[src/rtl/gth_rx_reset_sequencer.sv]
// GTH RX reset sequencer: PLL reset, lock wait, per-channel RX reset,
// resetdone wait, bounded retries, loss-of-lock recovery and fault latch.
module gth_rx_reset_sequencer #(
    parameter int N_CH         = 8,
    parameter int RST_CYCLES   = 16,
    parameter int LOCK_TIMEOUT = 1024,
    parameter int DONE_TIMEOUT = 1024,
    parameter int MAX_RETRY    = 3
) (
    input  logic            clk,
    input  logic            rst,
    input  logic            start,
    input  logic            pll_lock,
    input  logic [N_CH-1:0] rx_resetdone,
    output logic            pll_reset,
    output logic [N_CH-1:0] rx_reset,
    output logic            ready,
    output logic            fault,
    output logic [1:0]      retry_cnt,
    output logic [2:0]      state
);

    localparam int MAX_A   = (RST_CYCLES > LOCK_TIMEOUT) ? RST_CYCLES : LOCK_TIMEOUT;
    localparam int MAX_CNT = (MAX_A > DONE_TIMEOUT) ? MAX_A : DONE_TIMEOUT;
    localparam int CW      = $clog2(MAX_CNT + 1);

    localparam logic [CW-1:0] RST_LAST  = CW'(RST_CYCLES - 1);
    localparam logic [CW-1:0] LOCK_LAST = CW'(LOCK_TIMEOUT - 1);
    localparam logic [CW-1:0] DONE_LAST = CW'(DONE_TIMEOUT - 1);
    localparam logic [CW-1:0] CNT_SAT   = CW'(MAX_CNT);
    localparam logic [1:0]    RETRY_MAX = 2'(MAX_RETRY);

    typedef enum logic [2:0] {
        S_IDLE      = 3'd0,
        S_PLL_RST   = 3'd1,
        S_WAIT_LOCK = 3'd2,
        S_RX_RST    = 3'd3,
        S_WAIT_DONE = 3'd4,
        S_READY     = 3'd5,
        S_FAULT     = 3'd6
    } state_t;

    state_t          state_q;
    state_t          state_n;
    logic [CW-1:0]   cnt_q;
    logic [CW-1:0]   cnt_n;
    logic [1:0]      retry_n;
    logic            retry_take;
    logic            pll_reset_n;
    logic [N_CH-1:0] rx_reset_n;
    logic            ready_n;
    logic            fault_n;

    assign state = state_q;

    always_ff @(posedge clk) begin
        if (rst) begin
            state_q   <= S_IDLE;
            cnt_q     <= '0;
            retry_cnt <= '0;
            pll_reset <= 1'b1;
            rx_reset  <= '1;
            ready     <= 1'b0;
            fault     <= 1'b0;
        end else begin
            state_q   <= state_n;
            cnt_q     <= cnt_n;
            retry_cnt <= retry_n;
            pll_reset <= pll_reset_n;
            rx_reset  <= rx_reset_n;
            ready     <= ready_n;
            fault     <= fault_n;
        end
    end

    always_comb begin
        state_n    = state_q;
        retry_n    = retry_cnt;
        retry_take = 1'b0;
        cnt_n      = (cnt_q == CNT_SAT) ? cnt_q : cnt_q + CW'(1);

        unique case (state_q)
            S_IDLE: begin
                if (start) begin
                    state_n = S_PLL_RST;
                    retry_n = '0;
                end
            end
            S_PLL_RST: begin
                if (cnt_q == RST_LAST) state_n = S_WAIT_LOCK;
            end
            S_WAIT_LOCK: begin
                if (pll_lock) state_n = S_RX_RST;
                else if (cnt_q == LOCK_LAST) retry_take = 1'b1;
            end
            S_RX_RST: begin
                if (cnt_q == RST_LAST) state_n = S_WAIT_DONE;
            end
            S_WAIT_DONE: begin
                // Losing lock invalidates the RX reset, so it wins over resetdone.
                if (!pll_lock) retry_take = 1'b1;
                else if (&rx_resetdone) state_n = S_READY;
                else if (cnt_q == DONE_LAST) retry_take = 1'b1;
            end
            S_READY: begin
                if (!pll_lock) begin
                    state_n = S_PLL_RST;
                    retry_n = '0;
                end
            end
            S_FAULT: begin
                if (start) begin
                    state_n = S_PLL_RST;
                    retry_n = '0;
                end
            end
            default: state_n = S_IDLE;
        endcase

        if (retry_take) begin
            if (retry_cnt < RETRY_MAX) begin
                retry_n = retry_cnt + 2'd1;
                state_n = S_PLL_RST;
            end else begin
                state_n = S_FAULT;
            end
        end

        if (state_n != state_q) cnt_n = '0;

        // Outputs are decoded from the next state so they move with the state register.
        pll_reset_n = 1'b0;
        rx_reset_n  = '0;
        ready_n     = 1'b0;
        fault_n     = 1'b0;
        unique case (state_n)
            S_IDLE: begin
                pll_reset_n = 1'b1;
                rx_reset_n  = '1;
            end
            S_PLL_RST: begin
                pll_reset_n = 1'b1;
                rx_reset_n  = '1;
            end
            S_WAIT_LOCK: rx_reset_n = '1;
            S_RX_RST:    rx_reset_n = '1;
            S_WAIT_DONE: rx_reset_n = '0;
            S_READY:     ready_n    = 1'b1;
            S_FAULT: begin
                pll_reset_n = 1'b1;
                rx_reset_n  = '1;
                fault_n     = 1'b1;
            end
            default: begin
                pll_reset_n = 1'b1;
                rx_reset_n  = '1;
            end
        endcase
    end

endmodule

[config.mk]
export PLATFORM = sky130hd
export DESIGN_NAME = gth_rx_reset_sequencer
export DESIGN_NICKNAME = d
export VERILOG_FILES = /design/src/rtl/gth_rx_reset_sequencer.sv
export SDC_FILE = /design/constraint.sdc
export NUM_CORES = 1
export LEC_CHECK = 0
export ABC_AREA = 1
export CAP_MARGIN = 20
export CORE_MARGIN = 2
export CORE_UTILIZATION = 40
export CTS_BUF_LIST = sky130_fd_sc_hd__clkbuf_4 sky130_fd_sc_hd__clkbuf_8 sky130_fd_sc_hd__clkbuf_16
export CTS_CLUSTER_DIAMETER = 30
export DETAILED_ROUTE_END_ITERATION = 8
export DONT_BUFFER_PORTS = 1
export REMOVE_ABC_BUFFERS = 1
export SLEW_MARGIN = 20
export SYNTH_ARGS = -nofsm -noshare
export SYNTH_HDL_FRONTEND = slang
export SYNTH_SLANG_ARGS = --single-unit
[constraint.sdc]
create_clock -name clk -period 2.32 [get_ports clk]
set_input_delay 0.464 -clock clk [delete_from_list [all_inputs] [get_ports clk]]
set_output_delay 0.464 -clock clk [all_outputs]
set_load 0.05 [all_outputs]
==> results by group, run 1 <==
STA
  • Fin crit share: 89.43%
  • Final setup vio count: 0
  • Setup_tns: 0 ns
  • Final worst setup slack: 0.2453 ns
  • Hold Fails Final Rpt: 0
  • Max frequency: 482.0 MHz
  • RSZ-0062 raised after global routing: false
  • Worst-Margin Slew: 0.4771 ns
  • Max-slew violations: 0
  • Final Skew: 0.01033 ns
  • Worst rel slew slack: 68.15%
  • Fin crit period: 2.075 ns

Drt
  • Met2 routed WL: 1.373 mm
  • DRC errors left: 0
  • Antenna viol nets, final: 0
  • First-pass detailed-route iteration total: 4
  • Initial DRC Count: 42
  • Vias: 1134
  • DR vias/cell: 4.785
  • WL per Instance: 11.31 um
  • Met3 wire len: 104 um
  • Highest routed layer: met4
  • WL met1: 1.157 mm
  • Final wirelength: 2.680 mm

Logic synthesis
  • Synth area leaders: dfxtp_1 29%, nand2_1 8.8%, nor2_1 6.6%, inv_1 6.1%, nor2_2 5.1%
  • Gate Count Post-Synth: 190
  • Avg Cell Area, Syn: 7.158 um2
  • #FFs+latches synth: 20
  • Post-Synthesis Cell Area: 0.001360 mm2
  • Yosys warnings: 0
  • Post-synthesis sequential area ratio: 29.44%
  • Synth unique cells: 32
  • Post-synth top area share: 29.44%
  • Leading area contributor after synthesis: dfxtp_1

Finish
  • Area Overhead vs Synth: 5.704%
  • Reg area: 404.1 um2
  • Layout cells sized above 1: 24.08%
  • Multi-input gate area: 788.3 um2
  • Fillers: 362
  • Number of diodes: 0
  • Final nets: 207

Global routing
  • GRT Resource Usage Total: 15.41%
  • Initial antenna violation count: 0
  • Vias in the first global route: 1112
  • Largest net degree at the start of global routing: 12
  • First-pass GRT wire length: 4.850 mm
  • Gr ovfl total: 0

Critical path
  • Crit-path cells: ha_1, nand3_4, nor2_4, and2_4, nand3_4, nand2_4, nand2_4, nand2_1, nand2_1, nand2_1, nor2_2, nand2_2, nor2_1
  • Crit path max fanout: 11
  • WS Path Type: reg2reg
  • Crit-path max cell delay: 0.39 ns
  • CP Capture Type: register
  • Critical path's slowest cell: dfxtp_1
  • Cell family with most CP delay: simple AND/OR/NAND/NOR gates
  • CP required: 2.51 ns
  • Buf/Inv on CP: 0
  • Startpoint Class: register
  • Worst path most repeated cell: nand2_1
  • CP arrival: 2.26 ns

Floorplan
  • Row count: 21
  • DIE HEIGHT: 62.31 um
  • Initial core utilization: 41.08%
  • Die footprint: 0.003883 mm2
  • Ports: 28
  • Core ar.: 0.003311 mm2
  • Die X: 62.31 um

CTS
  • Total CTS buffers: 3
  • Clk sinks: 20
  • CTS tree: yes
  • Post-CTS setup buffer count: 0
  • # resized after CTS: 0
  • Max clock buf depth: 2
  • Later-pin clock latency in the skew report: 0.30 ns
  • CTS H-tree lvls: 1
  • Reg clk slew, reported paths: 0.12 ns
  • Clk root buf: clkbuf_4
  • Post-CTS Hold Buffers: 0

Status
  • Outcome: finished clean

Hold path
  • Hold Path Class: in2reg

Placed design
  • Pre-CTS setup slack: 0.2407 ns
  • Dpl hpwl: 2.223 mm
  • I/O Buffers: 0
  • Routability cong.: 0.8060

Power and ir drop
  • Peak supply drop: 0.0002210 V
  • Pwr dens: 432.8 mW/mm2
  • P_leak: 0.6119 nW
  • Total power: 0.6222 mW

Run
  • Max-cap viol count: 0
state kept, by name, summed over array words and instances, names as in the netlist:
register   flops
ready          1
state          3
retry_cnt      2
cnt_q         11
rx_reset       1
pll_reset      1
fault          1
report_power, final:
| group | leakage, nW | switching [mW] | internal, mW |
|---|---|---|---|
| Clock | 0.0210 | 0.109 | 0.0957 |
| Sequential | 0.162 | 0.00593 | 0.347 |
| Combinational | 0.429 | 0.0437 | 0.0207 |
| Total | 0.612 | 0.159 | 0.464 |
cells in the final DEF (no fill, tap or decap):
cell type,n
clkbuf_4,3
o21a_1,1
clkbuf_8,1
nand3_1,12
nor3_1,4
dfxtp_1,19
nand2_2,7
buf_12,1
nor2_2,11
ha_1,3
xor2_1,6
nor2_1,24
a22oi_2,1
o21ai_0,8
nor3_2,1
a21oi_4,1
a21oi_1,4
inv_2,3
xnor2_1,1
nor2_4,2
o21bai_1,1
dfxtp_4,1
nand3_2,2
nand3_4,2
buf_4,5
nand4_1,4
nand2_1,32
nand2_4,2
o211ai_1,1
and2_4,1
or2_2,2
or2_1,1
inv_1,22
a31oi_1,2
final cells by class:
type | count | share of cell area, %
Multi-Input combinational cell | 136 | 54.83
Tap cell | 46 | 4.003
Clock buffer | 4 | 2.524
Sequential cell | 20 | 28.11
Timing Repair Buffer | 6 | 4.003
Inverter | 25 | 6.527
per-layer routing:
layer  GRT usage (%)  vias to the layer above
li1                -                      597
met1           17.55                      514
met2           27.85                       19
met3           2.899                        4
met4           6.944                        0
met5               0                        -
synthesized netlist by cell type:
| master | instances |
|---|---|
| nor3_1 | 4 |
| nand4_1 | 4 |
| a22oi_2 | 1 |
| a31oi_1 | 2 |
| nand3_4 | 2 |
| nor2_1 | 24 |
| inv_1 | 22 |
| a21oi_1 | 4 |
| nand3_2 | 2 |
| xnor2_1 | 1 |
| ha_1 | 3 |
| a21oi_4 | 1 |
| clkbuf_8 | 1 |
| buf_6 | 1 |
| nor3_2 | 1 |
| nand3_1 | 12 |
| nand2_1 | 32 |
| nand2_4 | 2 |
| nor2_2 | 11 |
| xor2_1 | 6 |
| o211ai_1 | 1 |
| buf_4 | 7 |
| or2_2 | 2 |
| o21bai_1 | 1 |
| and2_4 | 1 |
| inv_2 | 3 |
| or2_1 | 1 |
| nand2_2 | 7 |
| o21ai_0 | 8 |
| dfxtp_1 | 20 |
| nor2_4 | 2 |
| o21a_1 | 1 |
path summary, 6_finish.rpt:
check | cells past startpoint | to | startpoint | slack, ns
worst max-delay path | 13 | cnt_q[10] | cnt_q[0] | 0.25
worst min-delay path | 1 | state[0] | rst | 0.22
worst max register to register | 13 | cnt_q[10] | cnt_q[0] | 0.25
worst min register to register | 2 | cnt_q[0] | cnt_q[0] | 0.60
stage by stage:
step | hold WS, ns | area, um2 | cells | utilization [%]
2_1_floorplan | 0.5331 | 1282 | 181 | -
3_3_place_gp | 0.5385 | 1401 | 233 | 42.33
3_5_place_dp | 0.5364 | 1401 | 233 | 42.33
4_1_cts | 0.1965 | 1438 | 237 | 43.42
5_1_grt | 0.1876 | 1438 | 237 | 43.42
6_report | 0.2161 | 1438 | 237 | 43.42
cells by family after synthesis:
| family | after synthesis | share of synthesized area [%] |
|---|---|---|
| adder cells (fa/ha/maj) | 3 | 2.760 |
| AND/OR/NAND/NOR | 107 | 41.58 |
| AO/OA/AOI/OAI | 19 | 9.108 |
| XOR/XNOR | 7 | 4.508 |
| flip-flops | 20 | 29.44 |
| buffers and inverters | 34 | 12.60 |
Power figures use the tool's default switching activity.
==> inputs of run 2 (changes only) <==
Settings changed: DONT_BUFFER_PORTS 1 to default, SETUP_SLACK_MARGIN from default to 0.15.
==> results by group, run 2 (synthesized netlist as in run 1, its figures left out) <==
CTS
  • Clk sinks: 20
  • Later-pin clock latency in the skew report: 0.30 ns
  • Total CTS buffers: 3
  • CTS H-tree lvls: 1
  • Post-CTS setup buffer count: 0
  • Post-CTS Hold Buffers: 0
  • CTS tree: yes
  • Max clock buf depth: 2
  • Reg clk slew, reported paths: 0.11 ns
  • Clk root buf: clkbuf_4

Drt
  • Initial DRC Count: 61
  • DRC errors left: 0
  • Final wirelength: 2.916 mm
  • First-pass detailed-route iteration total: 4
  • DR vias/cell: 4.649
  • Vias: 1218
  • Antenna viol nets, final: 0
  • WL per Instance: 11.13 um

Placed design
  • Pre-CTS setup slack: 0.02209 ns
  • Routability cong.: 0.8187
  • I/O Buffers: 27
  • Placed cell areas: 0.001640 mm2
  • Dpl hpwl: 2.449 mm

Status
  • Outcome: finished clean

Finish
  • Layout cells sized above 1: 20.83%
  • Commonest non-fill, non-tap cell in the layout: nand2_1
  • Reg area: 400.4 um2
  • Fillers: 361
  • Fin area: 0.001690 mm2
  • Most frequent cells in the layout: 32 x nand2_1, 26 x clkdlybuf4s50_1, 24 x nor2_1
  • Top reg by flops: cnt_q
  • Number of diodes: 0
  • Max reg flops: 11
  • Final nets: 232
  • Multi-input gate area: 799.5 um2
  • Share of the core filled with cells: 51.06%
  • Area Overhead vs Synth: 24.29%

Critical path
  • Reg2reg end: cnt_q[1]
  • Critical path's slowest cell: clkdlybuf4s50_1
  • Worst r2r src: cnt_q[0]
  • CP arrival: 1.63 ns
  • Worst reg-to-reg setup slack: 0.36 ns
  • Crit-path cells: clkdlybuf4s50_1
  • WS Path Type: reg2out
  • Cell family with most CP delay: buffers and inverters
  • CP Capture Type: output pin
  • Buf/Inv on CP: 1
  • Crit path max fanout: 7
  • R2R cell count: 12
  • Crit-path max cell delay: 0.86 ns
  • Startpoint Class: register
  • CP required: 1.86 ns

STA
  • Fin crit share: 90.47%
  • Max-slew violations: 0
  • Hold_ws: 0.5227 ns
  • Final Skew: 0.006476 ns
  • Final worst setup slack: 0.2212 ns
  • Worst rel slew slack: 66.08%
  • Final setup vio count: 0
  • Fin crit period: 2.099 ns
  • Max frequency: 476.5 MHz
  • RSZ-0062 raised after global routing: false
  • Worst-Margin Slew: 0.5080 ns
  • Hold Fails Final Rpt: 0

Floorplan
  • Row count: 21
  • Ports: 28
  • Die footprint: 0.003883 mm2
  • Core ar.: 0.003311 mm2
  • Die X: 62.31 um
  • Initial core utilization: 41.08%
  • DIE HEIGHT: 62.31 um

Global routing
  • Gr ovfl total: 0
  • GRT Resource Usage Total: 16.14%
  • First-pass GRT wire length: 5.099 mm
  • Vias in the first global route: 1173
  • Largest net degree at the start of global routing: 12
  • Initial antenna violation count: 0

Hold path
  • Hold Path Class: reg2reg
  • Hold Path Depth: 2
  • Hold worst-path end: retry_cnt[1]
  • Hold path startpoint: retry_cnt[1]

Power and ir drop
  • Peak supply drop: 0.0003026 V
  • Pwr dens: 381.1 mW/mm2
  • P_leak: 0.7184 nW

Run
  • Max-cap viol count: 0
[run 2: changes by cell type in the layout (fill, tap and decap cells not counted), sizes merged]
cell           before  now
clkdlybuf4s50       0   26
buf                 6    4
dlymetal6s2s        0    1
[run 2: power by group]
| part | switching [mW] | internal, mW | leakage, nW |
|---|---|---|---|
| combinational | 0.0499 | 0.0390 | 0.536 |
| clock | 0.104 | 0.0956 | 0.0210 |
| sequential | 0.00684 | 0.348 | 0.162 |
[run 2: worst max-delay path by stage]
stage	to	slack [ns]	cells after the start	start
floorplan	rx_reset[0]	-0.99	0	rx_reset[6]
global route	state[1]	0.15	1	state[1]
detailed placement	cnt_q[5]	0.02	15	rx_resetdone[7]
finish	state[1]	0.22	1	state[1]
CTS	state[0]	0.16	1	state[0]
global placement	cnt_q[10]	0.05	13	rx_resetdone[7]
[run 2: stage by stage]
stage	setup TNS, ns	total power, mW	cells
floorplan	-7.885	0.4140	181
global placement	0	0.4478	258
detailed placement	0	0.4503	258
CTS	0	0.6530	262
global route	0	0.6834	262
finish	0	0.6442	262
[run 2: cell type report]
type | count | area share [%]
Inverter | 25 | 5.551
Sequential cell | 20 | 23.69
Multi-Input combinational cell | 136 | 47.30
Clock buffer | 4 | 2.147
Timing Repair Buffer | 31 | 17.91
Tap cell | 46 | 3.405
[run 2: per-layer routing]
layer | up-vias | GRT usage, % | share of wire (%)
met3 | 2 | 3.804 | 2.9
met1 | 557 | 18.99 | 43
li1 | 643 | - | -
met2 | 16 | 29.76 | 53
met4 | 0 | 3.333 | 0.62
met5 | - | 0 | 0
[run 2: what timing repair did]
action,CTS,global route
gates resized for setup,0,4
setup endpoints to repair,0,12
hold endpoints to repair,0,0
==> inputs of run 3 (changes only) <==
Settings changed: GPL_TIMING_DRIVEN from default to 0.
==> results by group, run 3 (synthesized netlist as in run 1, its figures left out) <==
Critical path
  • WS Path Type: reg2out
  • Critical path's slowest cell: clkdlybuf4s50_1
  • Reg2reg end: cnt_q[10]
  • Crit-path cells: clkdlybuf4s50_1
  • Crit-path max cell delay: 0.85 ns
  • Worst r2r src: cnt_q[1]
  • Startpoint Class: register
  • CP required: 1.86 ns
  • CP Capture Type: output pin
  • CP arrival: 1.59 ns
  • Buf/Inv on CP: 1
  • R2R cell count: 11
  • Crit path max fanout: 7
  • Worst reg-to-reg setup slack: 0.38 ns
  • Cell family with most CP delay: buffers and inverters

Finish
  • Area Overhead vs Synth: 21.90%
  • Final std cells w/o fill: 258
  • Number of diodes: 0
  • Fin area: 0.001658 mm2
  • Share of the core filled with cells: 50.08%
  • Fillers: 358
  • Commonest non-fill, non-tap cell in the layout: nand2_1
  • Layout cells sized above 1: 19.81%
  • Max reg flops: 11
  • Top reg by flops: cnt_q
  • Most frequent cells in the layout: 32 x nand2_1, 25 x clkdlybuf4s50_1, 24 x nor2_1
  • Final nets: 228

Placed design
  • I/O Buffers: 27
  • Placed cell areas: 0.001610 mm2
  • Dpl cells: 254
  • Dpl hpwl: 2.223 mm
  • Pre-CTS setup slack: -0.03089 ns
  • Routability cong.: 0.8896

Global routing
  • GRT Resource Usage Total: 15.51%
  • Largest net degree at the start of global routing: 12
  • Initial antenna violation count: 0
  • Vias in the first global route: 1162
  • Gr ovfl total: 0
  • First-pass GRT wire length: 4.974 mm

STA
  • Final worst setup slack: 0.2630 ns
  • Worst rel slew slack: 66.13%
  • Fin crit period: 2.057 ns
  • Max-slew violations: 0
  • Max frequency: 486.1 MHz
  • Worst-Margin Slew: 0.5073 ns
  • Final setup vio count: 0
  • Final Skew: 0.006636 ns
  • Setup_tns: 0 ns
  • RSZ-0062 raised after global routing: false
  • Fin crit share: 88.66%
  • Hold Fails Final Rpt: 0

Floorplan
  • DIE HEIGHT: 62.31 um
  • Row count: 21
  • Core ar.: 0.003311 mm2
  • Ports: 28
  • Die footprint: 0.003883 mm2
  • Die X: 62.31 um
  • Initial core utilization: 41.08%

CTS
  • Reg clk slew, reported paths: 0.12 ns
  • Post-CTS setup buffer count: 0
  • Total CTS buffers: 3
  • CTS H-tree lvls: 1
  • Clk root buf: clkbuf_4
  • CTS tree: yes
  • Clk sinks: 20
  • Later-pin clock latency in the skew report: 0.30 ns
  • Max clock buf depth: 2

Status
  • Outcome: finished clean

Power and ir drop
  • P_leak: 0.7024 nW
  • Peak supply drop: 0.0001947 V
  • Pwr dens: 389.9 mW/mm2

Drt
  • Vias: 1197
  • Final wirelength: 2.762 mm
  • DRC errors left: 0
  • DR vias/cell: 4.640
  • Antenna viol nets, final: 0
  • WL per Instance: 10.71 um
  • Initial DRC Count: 60
  • First-pass detailed-route iteration total: 4

Run
  • Max-cap viol count: 0

Hold path
  • Hold Path Depth: 2
  • Hold worst-path end: retry_cnt[1]
  • Hold Path Class: reg2reg
  • Hold path startpoint: retry_cnt[1]
==> run 3: changes by cell type in the layout (fill, tap and decap cells not counted), sizes merged <==
cell	change
buf	-4
clkdlybuf4s50	-1
dlygate4sd2	+1
==> run 3: layout make-up <==
type | instances | area (um2) | share of cell area, %
clock buffer | 4 | 36.28 | 2.189
inverter | 25 | 93.84 | 5.660
multi-input combinational | 136 | 795.8 | 48.00
sequential | 20 | 402.9 | 24.30
tap | 46 | 57.56 | 3.472
timing repair buffer | 27 | 271.5 | 16.38
==> run 3: through the flow <==
step | hold slack (ns) | power, mW
3_3_place_gp | 0.4925 | 0.4467
4_1_cts | 0.5201 | 0.6566
6_report | 0.5231 | 0.6464
3_5_place_dp | 0.4976 | 0.4487
5_1_grt | 0.5616 | 0.6811
2_1_floorplan | 0.5331 | 0.4140
==> run 3: metal layers <==
| layer | share of wire, % | global-route usage (%) | vias to the layer above |
|---|---|---|---|
| met4 | 0.76 | 2.500 | 0 |
| met2 | 51 | 28.26 | 19 |
| met1 | 45 | 19.06 | 537 |
| met3 | 3.0 | 3.261 | 4 |
| li1 | - | - | 637 |
| met5 | 0 | 0 | - |
==> run 3: what timing repair did <==
| item | 4_1_cts | 5_1_grt |
|---|---|---|
| gates resized for setup | 1 | 5 |
| setup endpoints to repair | 1 | 13 |
| endpoints found under the hold margin | 0 | 0 |
| hold buffers | 0 | 0 |
==> run 3: worst max-delay path by stage <==
stage	endpoint	startpoint	cells after the start	slack [ns]
floorplan	rx_reset[0]	rx_reset[6]	0	-0.99
global placement	cnt_q[10]	rx_resetdone[7]	15	-0.008
detailed placement	cnt_q[6]	rx_resetdone[4]	15	-0.03
CTS	state[0]	state[0]	1	0.15
global route	state[1]	state[1]	1	0.18
finish	state[1]	state[1]	1	0.26
==> run 3: power breakdown <==
part           total, mW  switching, mW  internal [mW]
clock              0.204          0.108         0.0957
sequential         0.356        0.00704          0.349
combinational     0.0868         0.0495         0.0374
total              0.646          0.164          0.482
==> variant (settings of run 3) <==
Register the output `fault` once more, cleared by the reset; this adds one clock of latency there. The other outputs are not delayed to match.
--- a/src/rtl/gth_rx_reset_sequencer.sv
+++ b/src/rtl/gth_rx_reset_sequencer.sv
@@ -42,2 +42,4 @@
 
+    logic fault_s0;
+
     state_t          state_q;
@@ -63,3 +65,3 @@
             ready     <= 1'b0;
-            fault     <= 1'b0;
+            fault_s0  <= 1'b0;
         end else begin
@@ -71,3 +73,3 @@
             ready     <= ready_n;
-            fault     <= fault_n;
+            fault_s0  <= fault_n;
         end
@@ -160,2 +162,10 @@
 
+    always_ff @(posedge clk) begin
+        if (rst) begin
+            fault <= '0;
+        end else begin
+            fault <= fault_s0;
+        end
+    end
+
 endmodule
Check against the original RTL: no difference found for any inputs over 10 cycles, from zero or initial values and one cycle with rst high; that may be too few to reach the edited logic, so the function may still have changed.
==> variant against run 3 <==
Sequential cell count up 1; final area fell by 0.83%; combinational power shrank 8.2%; clock skew increased by 0.0024 ns; routed wire length down 1.7%; hold slack lost 0.11 ns; setup slack got worse by 0.0027 ns; final cell count increased by 0.39%; area after synthesis is 1.5% lower; sequential share of layout area is 1.3 points higher; total power fell by 1.6%.
==> variant: results (changes against run 3) <==
Synth
  – Register area share after synthesis: 0.314 (+0.0193)
  – Synth Area in XOR/XNOR: 0.0588 (+0.0137)
  – Most instantiated cells after synthesis: nand2_1, nor2_1, inv_1
  – Compound-Gate Fraction of Synth Area: 0.0373 (-0.0537)
  – Yosys reg bits: 21 (+5.0%)
  – Yosys cell types: 25 (-22%)
  – Mux contribution to synthesized area: 0 (unchanged)
  – Post-Synth Adder-Cell Area: 0.0280 (+0.000412)
  – Synth area leaders: dfxtp_1, nand2_1, nand3_1

Setup path
  – CP Max Fanout: 8 (+1)
  – R2r setup slk: 0.41 ns (+0.03 ns)

Cells and area
  – Fraction of area in non-clock buffers: 0.171 (+0.00746)
  – #MultiIn Comb: 134 (-1.5%)
  – Nets: 229 (+0.44%)
  – Storage cell area: 422 µm² (+4.7%)
  – Layout cells sized above 1: 0.169 (-0.0291)
  – FILL cells: 362 (+1.1%)
  – CLK BUF: 3 (-1)
  – Clk cell area share: 0.0167 (-0.00514)
  – Inverters: 27 (+8.0%)
  – Fraction of area in multi-input gates: 0.459 (-0.0211)

Power and ir drop
  – Peak supply drop: 0.238 mV (+22%)
  – Pleak: 0.711 nW (+1.2%)

Outcome
  – Run status: complete, no violations

Global route
  – Vias in the first global route: 1157 (-0.43%)
  – First-pass GRT wire length: 4620 µm (-7.2%)
  – Largest net degree at the start of global routing: 13 (+1)
  – GRT Util Overall: 0.161 (+0.00635)

STA
  – Clock skew: 0.00906 ns (+0.00243 ns)
  – Slew Limit Headroom: 0.654 (-0.00700)

Drt
  – Iter 0 DRT Violations: 47 (-22%)
  – Total Wirelength: 2720 µm (-1.7%)
  – DR vias: 1206 (+0.75%)

Place
  – HPWL Detailed: 2210 µm (-0.59%)
==> variant: cell types whose count changed after synthesis, moves of 3 or more <==
cell            run 3  this run
nand3_1            12        19
nor2_2             11        15
o21ai_0             8         4
nand2_1            32        35
nand2_2             7         4
xor2_1              6         9
==> variant: report_power, final <==
part	leakage, nW	internal (W)	total [W]	switching, W
registers	0.170	0.000366	0.000373	0.00000687
logic	0.523	0.0000344	0.0000797	0.0000452
clock network	0.0177	0.0000644	0.000183	0.000119
==> variant: worst reg2reg max path, cell delays in order, from the launching register on <==
cell	delay (ns)
dfxtp_2	0.37
ha_1	0.21
nand3_2	0.14
nor2_2	0.16
nand2_1	0.11
nand2_1	0.07
nor2_1	0.05
nor2_1	0.16
nand2_1	0.09
nand2_1	0.06
nand2_1	0.06
nor2_2	0.12
nand2_4	0.14
nor2_1	0.12
==> variant: metrics by stage <==
stage	worst slack [ns]	instances	area, µm²	utilization	hold slack [ns]
final	0.260	259	1640	0.501	0.416
after global routing	0.151	259	1640	0.501	0.458
after CTS	0.154	259	1630	0.495	0.423
after detailed placement	-0.0245	255	1600	0.487	0.399
after global placement	-0.00102	255	1600	0.487	0.399
after floorplan	-0.986	182	1270	-	0.388
==> variant: worst paths after layout <==
| path | from | end | cells after the start |
|---|---|---|---|
| hold reg to reg | fault_s0 | fault | 2 |
| hold / removal | fault_s0 | fault | 2 |
| setup / recovery | rx_reset[6] | rx_reset[7] | 1 |
| setup reg to reg | cnt_q[0] | cnt_q[4] | 13 |
==> variant: layer usage <==
metal | global-route usage | up-vias | routed length, µm
li1 | - | 636 | -
met1 | 0.190 | 541 | 1190
met2 | 0.278 | 22 | 1370
met3 | 0.0352 | 7 | 97
met4 | 0.0760 | 0 | 57
met5 | 0 | - | 0
